$ cat src/rtl/inst_mem_loader.sv
// ---------------------------------------------------------------------------
// inst_mem_loader : byte-stream loader for the instruction memory; holds the
// core in reset until a load passes its XOR checksum.   Revision 1.0
// ---------------------------------------------------------------------------
`default_nettype none

module inst_mem_loader #(
  parameter int WIDTH    = 16,
  parameter int I_ADDR_W = 8
) (
  input  logic                clk,
  input  logic                reset,
  input  logic                start,
  input  logic                in_valid,
  input  logic [7:0]          in_data,
  output logic                in_ready,
  output logic                mem_write,
  output logic [I_ADDR_W-1:0] mem_addr,
  output logic [WIDTH-1:0]    mem_data,
  output logic                cpu_hold,
  output logic                done,
  output logic                error
);

  typedef enum logic [3:0] {
    S_IDLE   = 4'd0,
    S_CNT_HI = 4'd1,
    S_CNT_LO = 4'd2,
    S_D_HI   = 4'd3,
    S_D_LO   = 4'd4,
    S_WR     = 4'd5,
    S_CHK    = 4'd6,
    S_DONE   = 4'd7,
    S_ERROR  = 4'd8
  } state_t;

  localparam logic [16:0] c_max_words = 17'(2 ** I_ADDR_W);

  state_t              r_state;
  logic [15:0]         r_count;
  logic [I_ADDR_W:0]   r_idx;
  logic [7:0]          r_chk;
  logic [7:0]          r_hi;

  logic                w_xfer;
  logic [15:0]         w_count;
  logic                w_oversize;
  logic [I_ADDR_W:0]   w_idx_inc;
  logic                w_last;

  assign w_xfer     = in_valid && in_ready;
  assign w_count    = {r_count[15:8], in_data};
  assign w_oversize = ({1'b0, w_count} > c_max_words);
  assign w_idx_inc  = r_idx + 1'b1;
  // Index is one bit wider than the address so N = 2**I_ADDR_W terminates without wrapping.
  assign w_last     = (16'(w_idx_inc) == r_count);

  always_ff @(posedge clk or negedge reset) begin
    if (!reset) begin
      r_state   <= S_IDLE;
      in_ready  <= 1'b0;
      mem_write <= 1'b0;
      mem_addr  <= '0;
      mem_data  <= '0;
      done      <= 1'b0;
      error     <= 1'b0;
      cpu_hold  <= 1'b1;
      r_count   <= '0;
      r_idx     <= '0;
      r_chk     <= '0;
      r_hi      <= '0;
    end else begin
      mem_write <= 1'b0;
      case (r_state)
        S_IDLE, S_DONE, S_ERROR: begin
          if (start) begin
            r_state  <= S_CNT_HI;
            in_ready <= 1'b1;
            done     <= 1'b0;
            error    <= 1'b0;
            cpu_hold <= 1'b1;
            r_chk    <= '0;
            r_idx    <= '0;
            mem_addr <= '0;
          end
        end
        S_CNT_HI: begin
          if (w_xfer) begin
            r_count[15:8] <= in_data;
            r_state       <= S_CNT_LO;
          end
        end
        S_CNT_LO: begin
          if (w_xfer) begin
            r_count[7:0] <= in_data;
            if (w_oversize) begin
              r_state  <= S_ERROR;
              in_ready <= 1'b0;
              error    <= 1'b1;
              cpu_hold <= 1'b1;
            end else if (w_count == 16'd0) begin
              r_state <= S_CHK;
            end else begin
              r_state <= S_D_HI;
            end
          end
        end
        S_D_HI: begin
          if (w_xfer) begin
            r_hi    <= in_data;
            r_chk   <= r_chk ^ in_data;
            r_state <= S_D_LO;
          end
        end
        S_D_LO: begin
          if (w_xfer) begin
            mem_write <= 1'b1;
            mem_addr  <= r_idx[I_ADDR_W-1:0];
            mem_data  <= {r_hi, in_data};
            r_chk     <= r_chk ^ in_data;
            in_ready  <= 1'b0;
            r_state   <= S_WR;
          end
        end
        S_WR: begin
          r_idx    <= w_idx_inc;
          in_ready <= 1'b1;
          r_state  <= w_last ? S_CHK : S_D_HI;
        end
        S_CHK: begin
          if (w_xfer) begin
            in_ready <= 1'b0;
            if (in_data == r_chk) begin
              r_state  <= S_DONE;
              done     <= 1'b1;
              cpu_hold <= 1'b0;
            end else begin
              r_state  <= S_ERROR;
              error    <= 1'b1;
              cpu_hold <= 1'b1;
            end
          end
        end
        default: begin
          r_state  <= S_IDLE;
          in_ready <= 1'b0;
        end
      endcase
    end
  end

endmodule

`default_nettype wire

$ cat config.mk
export PLATFORM = sky130hd
export DESIGN_NAME = inst_mem_loader
export DESIGN_NICKNAME = d
export VERILOG_FILES = /design/src/rtl/inst_mem_loader.sv
export SDC_FILE = /design/constraint.sdc
export NUM_CORES = 1
export LEC_CHECK = 0
export ABC_AREA = 1
export BUFFER_PORTS_ARGS = -buffer_cell sky130_fd_sc_hd__buf_2
export CORE_MARGIN = 2
export CORE_UTILIZATION = 50
export CTS_CLUSTER_SIZE = 28
export DETAILED_ROUTE_END_ITERATION = 6
export GPL_ROUTABILITY_DRIVEN = 0
export GPL_TIMING_DRIVEN = 0
export PLACE_DENSITY = 0.74
export SLEW_MARGIN = 15
export SYNTH_ARGS = -nofsm -noshare
export SYNTH_HDL_FRONTEND = slang
export SYNTH_SLANG_ARGS = --single-unit
$ cat constraint.sdc
create_clock -name clk -period 1.5 [get_ports clk]
set_input_delay 0.3 -clock clk [delete_from_list [all_inputs] [get_ports clk]]
set_output_delay 0.3 -clock clk [all_outputs]
set_load 0.005 [all_outputs]
==> results.tsv, run 1 <==
stage	metric	value	unit
logic_synthesis	Cell Area, Synth	3480	um^2
sta	Final Cycle Share	125.6	%
final_layout	diode count	0	
sta	WHS	0.2001	ns
placed_design	pre-CTS setup slack	-0.3181	ns
global_routing	largest net degree at the start of global routing	53	
logic_synthesis	Synth cell types	27	
critical_path	start of the worst register-to-register path	r_state[0]$_DFFE_PN0P_	
final_layout	P&R area growth vs syn	34.70	%
sta	final worst path period need	1.883	ns
critical_path	Critical Path Start Type	flip-flop	
critical_path	Crit Path Class	flip-flop to flip-flop	
clock_tree	Clock transition at path regs	0.08	ns
placed_design	port bufs	40	
route	vias per cell	5.483	
clock_tree	worst-case clock buffer depth	2	
floorplan	Die Y	87.42	um
critical_path	worst path required time	1.74	ns
min_path	Hold Path End	r_hi[0]$_DFFE_PN0P_	
critical_path	r2r endpoint	r_state[1]$_DFFE_PN0P_	
sta	final setup fails	43	
floorplan	Horiz. Die Dim	87.42	um
critical_path	reg2reg setup slack	-0.38	ns
sta	Hold Violations, Final	0	
global_routing	All-Layer GR Usage	23.99	%
critical_path	crit path buf inv count	1	
route	DR iter-0 viols	246	
critical_path	CP delay by family, top	compound AO/OA/AOI/OAI gates	
logic_synthesis	Area contributors post-synth	dfrtp_1 (52%), nand2_1 (12%), o21ai_0 (10%)	
pwr	Comb power frac	43.8	%
pwr	Leakage	0.002308	uW
logic_synthesis	post-synthesis average cell area	8.149	um^2
global_routing	first-pass GRT wire length	13890	um
logic_synthesis	Yosys top cell by area	dfrtp_1	
floorplan	# rows	30	
floorplan	Core ar.	6756	um^2
critical_path	r2r worst-path depth	8	
clock_tree	CTS buffer count	9	
critical_path	WP depth	8	
final_layout	Nets	518	
logic_synthesis	FF+latch count, synth	74	
critical_path	Crit. End Element	flip-flop	
sta	Worst Skew	0.004941	ns
global_routing	vias in the first global route	2989	
pwr	pwr dens	1901	nW/um^2
outcome	outcome	finished, violations left	
logic_synthesis	dominant synthesized flop cell	dfrtp_1	
pwr	switching share of power	39.07	%
logic_synthesis	Post-synth EDFFs	0	
critical_path	Crit-path slowest cell	dfrtp_2	
pwr	Tot Pwr	8910	uW
pwr	Clk pwr share	21.5	%
sta	maximum clock rate	531.0	MHz
floorplan	Top-Level Pins	41	
critical_path	crit-path max cell delay	0.48	ns
route	drt first pass iters	5	
final_layout	leading cell type in the layout, fill and taps excluded	nand2_1	
critical_path	worst path cell trace	nor3_4 -> inv_1 -> nor2_2 -> nand2_2 -> o211ai_1 -> a21oi_4 -> o21ai_0 -> o21ai_0	
pwr	Flop pwr share	34.7	%
critical_path	Max FO, Critical Path	6	
min_path	Hold WC Path Type	primary input to flip-flop	
logic_synthesis	Post-synth ARST share	100.0	%
clock_tree	CTS tree	built	
sta	setup ws final	-0.3834	ns
route	Routed wire per std cell	16.28	um
sta	unrepaired setup endpoints after global routing	true	
sta	Slew Limit Fails	0	
clock_tree	Max H-tree Level	3	
floorplan	die area	7642	um^2
route	Post-Route WL	9605	um
global_routing	antenna violations before repair	0	
clock_tree	worst skew pair latency	0.36	ns
final_layout	share of layout cells above drive strength 1	34.90	%
min_path	Hold Crit Start	in_data[0]	
clock_tree	CTS sink count	74	
pwr	maximum VDD drop	1.053	mV
route	via count	3235	
sta	Worst slew margin	70.23	%
route	drc violations	0	
clock_tree	clock root cell	clkbuf_8	
logic_synthesis	Synth Instances	427	
pwr	net switching power	3481	uW
logic_synthesis	synthesis warning total	0	
final_layout	most frequent cells in the layout	nand2_1 (99), dfrtp_1 (67), inv_1 (53)	
outcome	failing checks	negative setup slack	
pwr	Pint	5428	uW
logic_synthesis	top-area cell type share of the netlist area	52.50	%
logic_synthesis	sequential element share of the synthesized area	53.25	%
logic_synthesis	Net Count, Synth	440	
critical_path	Most Frequent Cell on Critical Path	o21ai_0	
sta	worst-margin pin slew	0.4446	ns
floorplan	Initial Util	51.50	%
min_path	hold path cells	3	
critical_path	Worst Path Arrival	2.13	ns
route	Final ANT Viol Nets	0	
placed_design	HPWL Detailed	5796	um
global_routing	remaining global-route overflow	0	
run	max capacitance violation total	0	
==> flip-flops by register name, summed over array words and instances (netlist names), 4 cells and up <==
register	cells
r_idx	9
r_hi	8
r_count	16
mem_data	16
mem_addr	8
r_state	4
r_chk	8
==> final cells by class <==
type	instances	area (um^2)
Multi-Input combinational cell	279	1682
Sequential cell	74	1861
Clock inverter	4	98.84
Timing Repair Buffer	67	476.7
Buffer	8	63.81
Fill cell	509	2069
Inverter	66	260.3
Clock buffer	12	145.1
Tap cell	80	100.1
==> worst reg2reg max path, cell delays in order (launching register included) <==
cell and delay, ns:
dfrtp_2 0.48, nor3_4 0.28, inv_1 0.12, nor2_2 0.14
nand2_2 0.12, o211ai_1 0.25, a21oi_4 0.16, o21ai_0 0.12
o21ai_0 0.10
==> repair_timing <==
action,CTS,global route
hold buffers,1,0
buffers inserted,9,14
endpoints found under the hold margin,21,0
resized for setup,35,131
gates cloned,1,1
setup endpoints to repair,73,73
pin swaps,4,13
==> metrics by stage <==
stage	cell area [um^2]	setup TNS [ns]	instances	util (%)
after global placement	3814	-34.35	547	56.44
after floorplan	3513	-0.05814	427	-
after CTS	4267	-2.503	575	63.15
final	4687	-7.024	590	69.37
after global routing	4687	-9.783	590	69.37
after detailed placement	3844	-12.66	548	56.89
==> how the worst max path moves through the flow <==
stage	start	slack [ns]	to
3_3_place_gp	reset	-0.45	r_idx[0]$_DFFE_PN0P_
4_1_cts	r_idx[0]$_DFFE_PN0P_	-0.22	r_state[0]$_DFFE_PN0P_
6_report	r_state[0]$_DFFE_PN0P_	-0.38	r_state[1]$_DFFE_PN0P_
2_1_floorplan	r_idx[0]$_DFFE_PN0P_	-0.06	r_state[0]$_DFFE_PN0P_
3_5_place_dp	r_state[2]$_DFFE_PN0P_	-0.32	r_hi[7]$_DFFE_PN0P_
5_1_grt	r_chk[4]$_DFFE_PN0P_	-0.43	r_state[2]$_DFFE_PN0P_
==> metal layers <==
layer | vias to the layer above | wire [um] | track usage, %
met2 | 137 | 4782 | 37.67
met1 | 1544 | 3979 | 31.17
met5 | - | 0 | 0
met4 | 0 | 294 | 13.29
li1 | 1526 | - | -
met3 | 28 | 548 | 4.645
==> logic make-up (layout without fill, tap and decap cells) <==
family / count (synthesis) / in the layout / share of synthesized area [%]
buffers and inverters: 74 / 157 / 8.234
XOR/XNOR: 8 / 8 / 2.014
AO/OA/AOI/OAI: 89 / 89 / 14.24
flip-flops: 74 / 74 / 53.25
AND/OR/NAND/NOR: 181 / 181 / 21.90
adder cells (fa/ha/maj): 1 / 1 / 0.3595
==> synthesized netlist by cell type, drive strengths merged (3+ instances only) <==
master / number
dfrtp: 73
nand2: 117
nand4: 8
o21ai: 76
a21oi: 3
clkbuf: 6
o22ai: 7
inv: 66
nand3b: 4
nor2: 28
nand3: 22
xor2: 6
==> power groups by stage <==
| stage | logic, uW | clock network, uW | registers (uW) |
|---|---|---|---|
| 2_1_floorplan | 1700 | 0 | 2990 |
| 3_3_place_gp | 2300 | 0 | 3030 |
| 3_5_place_dp | 2390 | 0 | 3050 |
| 4_1_cts | 2840 | 1930 | 3030 |
| 5_1_grt | 4210 | 2000 | 3150 |
| 6_report | 3900 | 1920 | 3090 |
Note: power is estimated with default switching activity, not from simulation.
==> run 2, diff against run 1 <==
--- a/config.mk
+++ b/config.mk
@@ -7,13 +7,14 @@
 export LEC_CHECK = 0
 export ABC_AREA = 1
 export BUFFER_PORTS_ARGS = -buffer_cell sky130_fd_sc_hd__buf_2
-export CORE_MARGIN = 2
 export CORE_UTILIZATION = 50
+export CTS_BUF_LIST = sky130_fd_sc_hd__clkbuf_4 sky130_fd_sc_hd__clkbuf_8
 export CTS_CLUSTER_SIZE = 28
 export DETAILED_ROUTE_END_ITERATION = 6
 export GPL_ROUTABILITY_DRIVEN = 0
 export GPL_TIMING_DRIVEN = 0
 export PLACE_DENSITY = 0.74
+export SKIP_CTS_REPAIR_TIMING = 1
 export SLEW_MARGIN = 15
 export SYNTH_ARGS = -nofsm -noshare
 export SYNTH_HDL_FRONTEND = slang
==> results.tsv, run 2 (synthesis gave the netlist of run 1 again) <==
stage	metric	value	unit	change
sta	Worst Skew	0.006577	ns	+0.001636 ns
final_layout	fin util	63.35	%	-6.0 points
sta	final worst path period need	1.821	ns	-0.06232 ns
critical_path	Crit. End Element	flip-flop		
pwr	pwr dens	1769	nW/um^2	-6.9%
pwr	maximum VDD drop	0.9931	mV	-5.7%
route	Final ANT Viol Nets	0		unchanged
critical_path	CP delay by family, top	flip-flops		
floorplan	Horiz. Die Dim	85.42	um	-2.3%
route	drt first pass iters	6		+1
sta	Final Cycle Share	121.4	%	-4.2 points
floorplan	Core ar.	6756	um^2	unchanged
route	DR iter-0 viols	197		-20%
final_layout	diode count	0		unchanged
route	vias per cell	5.458		-0.45%
critical_path	crit path buf inv count	3		+2
route	drc violations	0		unchanged
final_layout	most frequent cells in the layout	nand2_1 (110), o21ai_0 (68), dfrtp_1 (68)		
placed_design	HPWL Detailed	5709	um	-1.5%
pwr	Tot Pwr	7572	uW	-15%
critical_path	Crit-path slowest cell	dfrtp_1		
floorplan	Top-Level Pins	41		unchanged
critical_path	Max FO, Critical Path	6		unchanged
global_routing	vias in the first global route	2863		-4.2%
outcome	failing checks	negative setup slack		
final_layout	Finished Cell Area	4280	um^2	-8.7%
floorplan	Initial Util	51.50	%	unchanged
min_path	Hold WC Path Type	primary input to flip-flop		
sta	Slew Limit Fails	0		unchanged
global_routing	largest net degree at the start of global routing	55		+3.8%
global_routing	antenna violations before repair	0		unchanged
critical_path	crit-path max cell delay	0.50	ns	+0.02 ns
route	Post-Route WL	8532	um	-11%
final_layout	Largest regs	mem_data: 16 flops, r_count: 16 flops, r_idx: 9 flops		
clock_tree	worst skew pair latency	0.36	ns	about the same
placed_design	port bufs	40		unchanged
placed_design	DP Area	3844	um^2	unchanged
final_layout	multi-input combinational cell area	1483	um^2	-12%
floorplan	Die Y	85.42	um	-2.3%
final_layout	P&R area growth vs syn	23.01	%	
clock_tree	CTS sink count	74		unchanged
sta	WHS	0.2026	ns	+0.002502 ns
global_routing	first-pass GRT wire length	13250	um	-4.6%
sta	Worst slew margin	73.18	%	+3.0 points
clock_tree	Clock transition at path regs	0.08	ns	about the same
clock_tree	CTS buffer count	9		unchanged
outcome	outcome	finished, violations left		
final_layout	FF/Latch Area	1859	um^2	about the same
critical_path	worst path cell trace	nor2_2 -> nand2_1 -> o21ai_4 -> inv_2 -> nor2_4 -> a21oi_1 -> inv_1 -> a21oi_4 -> inv_1 -> nand2_1 -> nand2_1		
global_routing	remaining global-route overflow	0		unchanged
global_routing	All-Layer GR Usage	23.50	%	-0.49 points
floorplan	# rows	30		unchanged
placed_design	pre-CTS setup slack	-0.2952	ns	+0.02291 ns
route	via count	3144		-2.8%
sta	maximum clock rate	549.1	MHz	+3.4%
floorplan	die area	7297	um^2	-4.5%
critical_path	Crit Path Class	flip-flop to flip-flop		
pwr	Leakage	0.002163	uW	-6.3%
sta	Hold Violations, Final	0		unchanged
clock_tree	worst-case clock buffer depth	2		unchanged
final_layout	Nets	504		-2.7%
critical_path	Most Frequent Cell on Critical Path	nand2_1		
sta	setup ws final	-0.3211	ns	+0.06233 ns
sta	unrepaired setup endpoints after global routing	true		
route	Routed wire per std cell	14.81	um	-9.0%
sta	final setup fails	57		+33%
critical_path	Critical Path Start Type	flip-flop		
clock_tree	CTS tree	built		
clock_tree	clock root cell	clkbuf_8		
critical_path	Worst Path Arrival	2.07	ns	-0.06 ns
sta	worst-margin pin slew	0.4005	ns	-0.04413 ns
final_layout	fillers	565		+11%
critical_path	worst path required time	1.75	ns	about the same
final_layout	share of layout cells above drive strength 1	24.19	%	-11 points
final_layout	leading cell type in the layout, fill and taps excluded	nand2_1		
run	max capacitance violation total	0		unchanged
clock_tree	Max H-tree Level	3		unchanged
-- run 2: where the power goes --
group          internal (uW)  switching (uW)  total, uW
sequential              2630             441       3070
clock                    817             796       1610
combinational           1140            1750       2890
-- run 2: layer usage --
layer  vias up  global-route usage [%]  part of all wire, %
met5         -                       0                    0
met4         0                   7.424                  2.3
met3        21                   6.420                  5.1
met2       116                   36.65                   47
met1      1507                   32.08                   45
li1       1500                       -                    -
-- run 2: worst paths after layout --
| check | startpoint | end | slack, ns | cells past startpoint |
|---|---|---|---|---|
| worst max-delay path | r_state[0]$_DFFE_PN0P_ | r_state[0]$_DFFE_PN0P_ | -0.32 | 11 |
| worst min-delay path | in_data[0] | r_hi[0]$_DFFE_PN0P_ | 0.20 | 3 |
| worst max register to register | r_state[0]$_DFFE_PN0P_ | r_state[0]$_DFFE_PN0P_ | -0.32 | 11 |
| worst min register to register | cpu_hold$_DFFE_PN1P_ | cpu_hold$_DFFE_PN1P_ | 0.47 | 2 |
| max in group asynchronous | reset | r_state[2]$_DFFE_PN0P_ | 0.56 | 3 |
| min in group asynchronous | reset | r_idx[4]$_DFFE_PN0P_ | 0.37 | 2 |
-- run 2: worst reg2reg max path: cells and delay by family, from the launching register on --
kind / cells / cell delay [ns]
buf+inv: 3 / 0.35
compound gates: 3 / 0.48
flops: 1 / 0.50
simple gates: 5 / 0.39
-- run 2: area by class of cell --
type	instances	area share [%]
clock buffers	10	3.215
clock inverters	6	1.520
flip-flops and latches	74	43.44
repair buffers	53	7.717
inverters	66	5.905
multi-input cells	279	34.64
well taps	80	2.338
plain buffers	8	1.228
-- run 2: through the flow --
step	TNS (ns)	cells
finish	-6.420	576
global route	-11.32	576
CTS	-13.11	564
detailed placement	-11.50	548
global placement	-34.82	547
floorplan	-0.05814	427
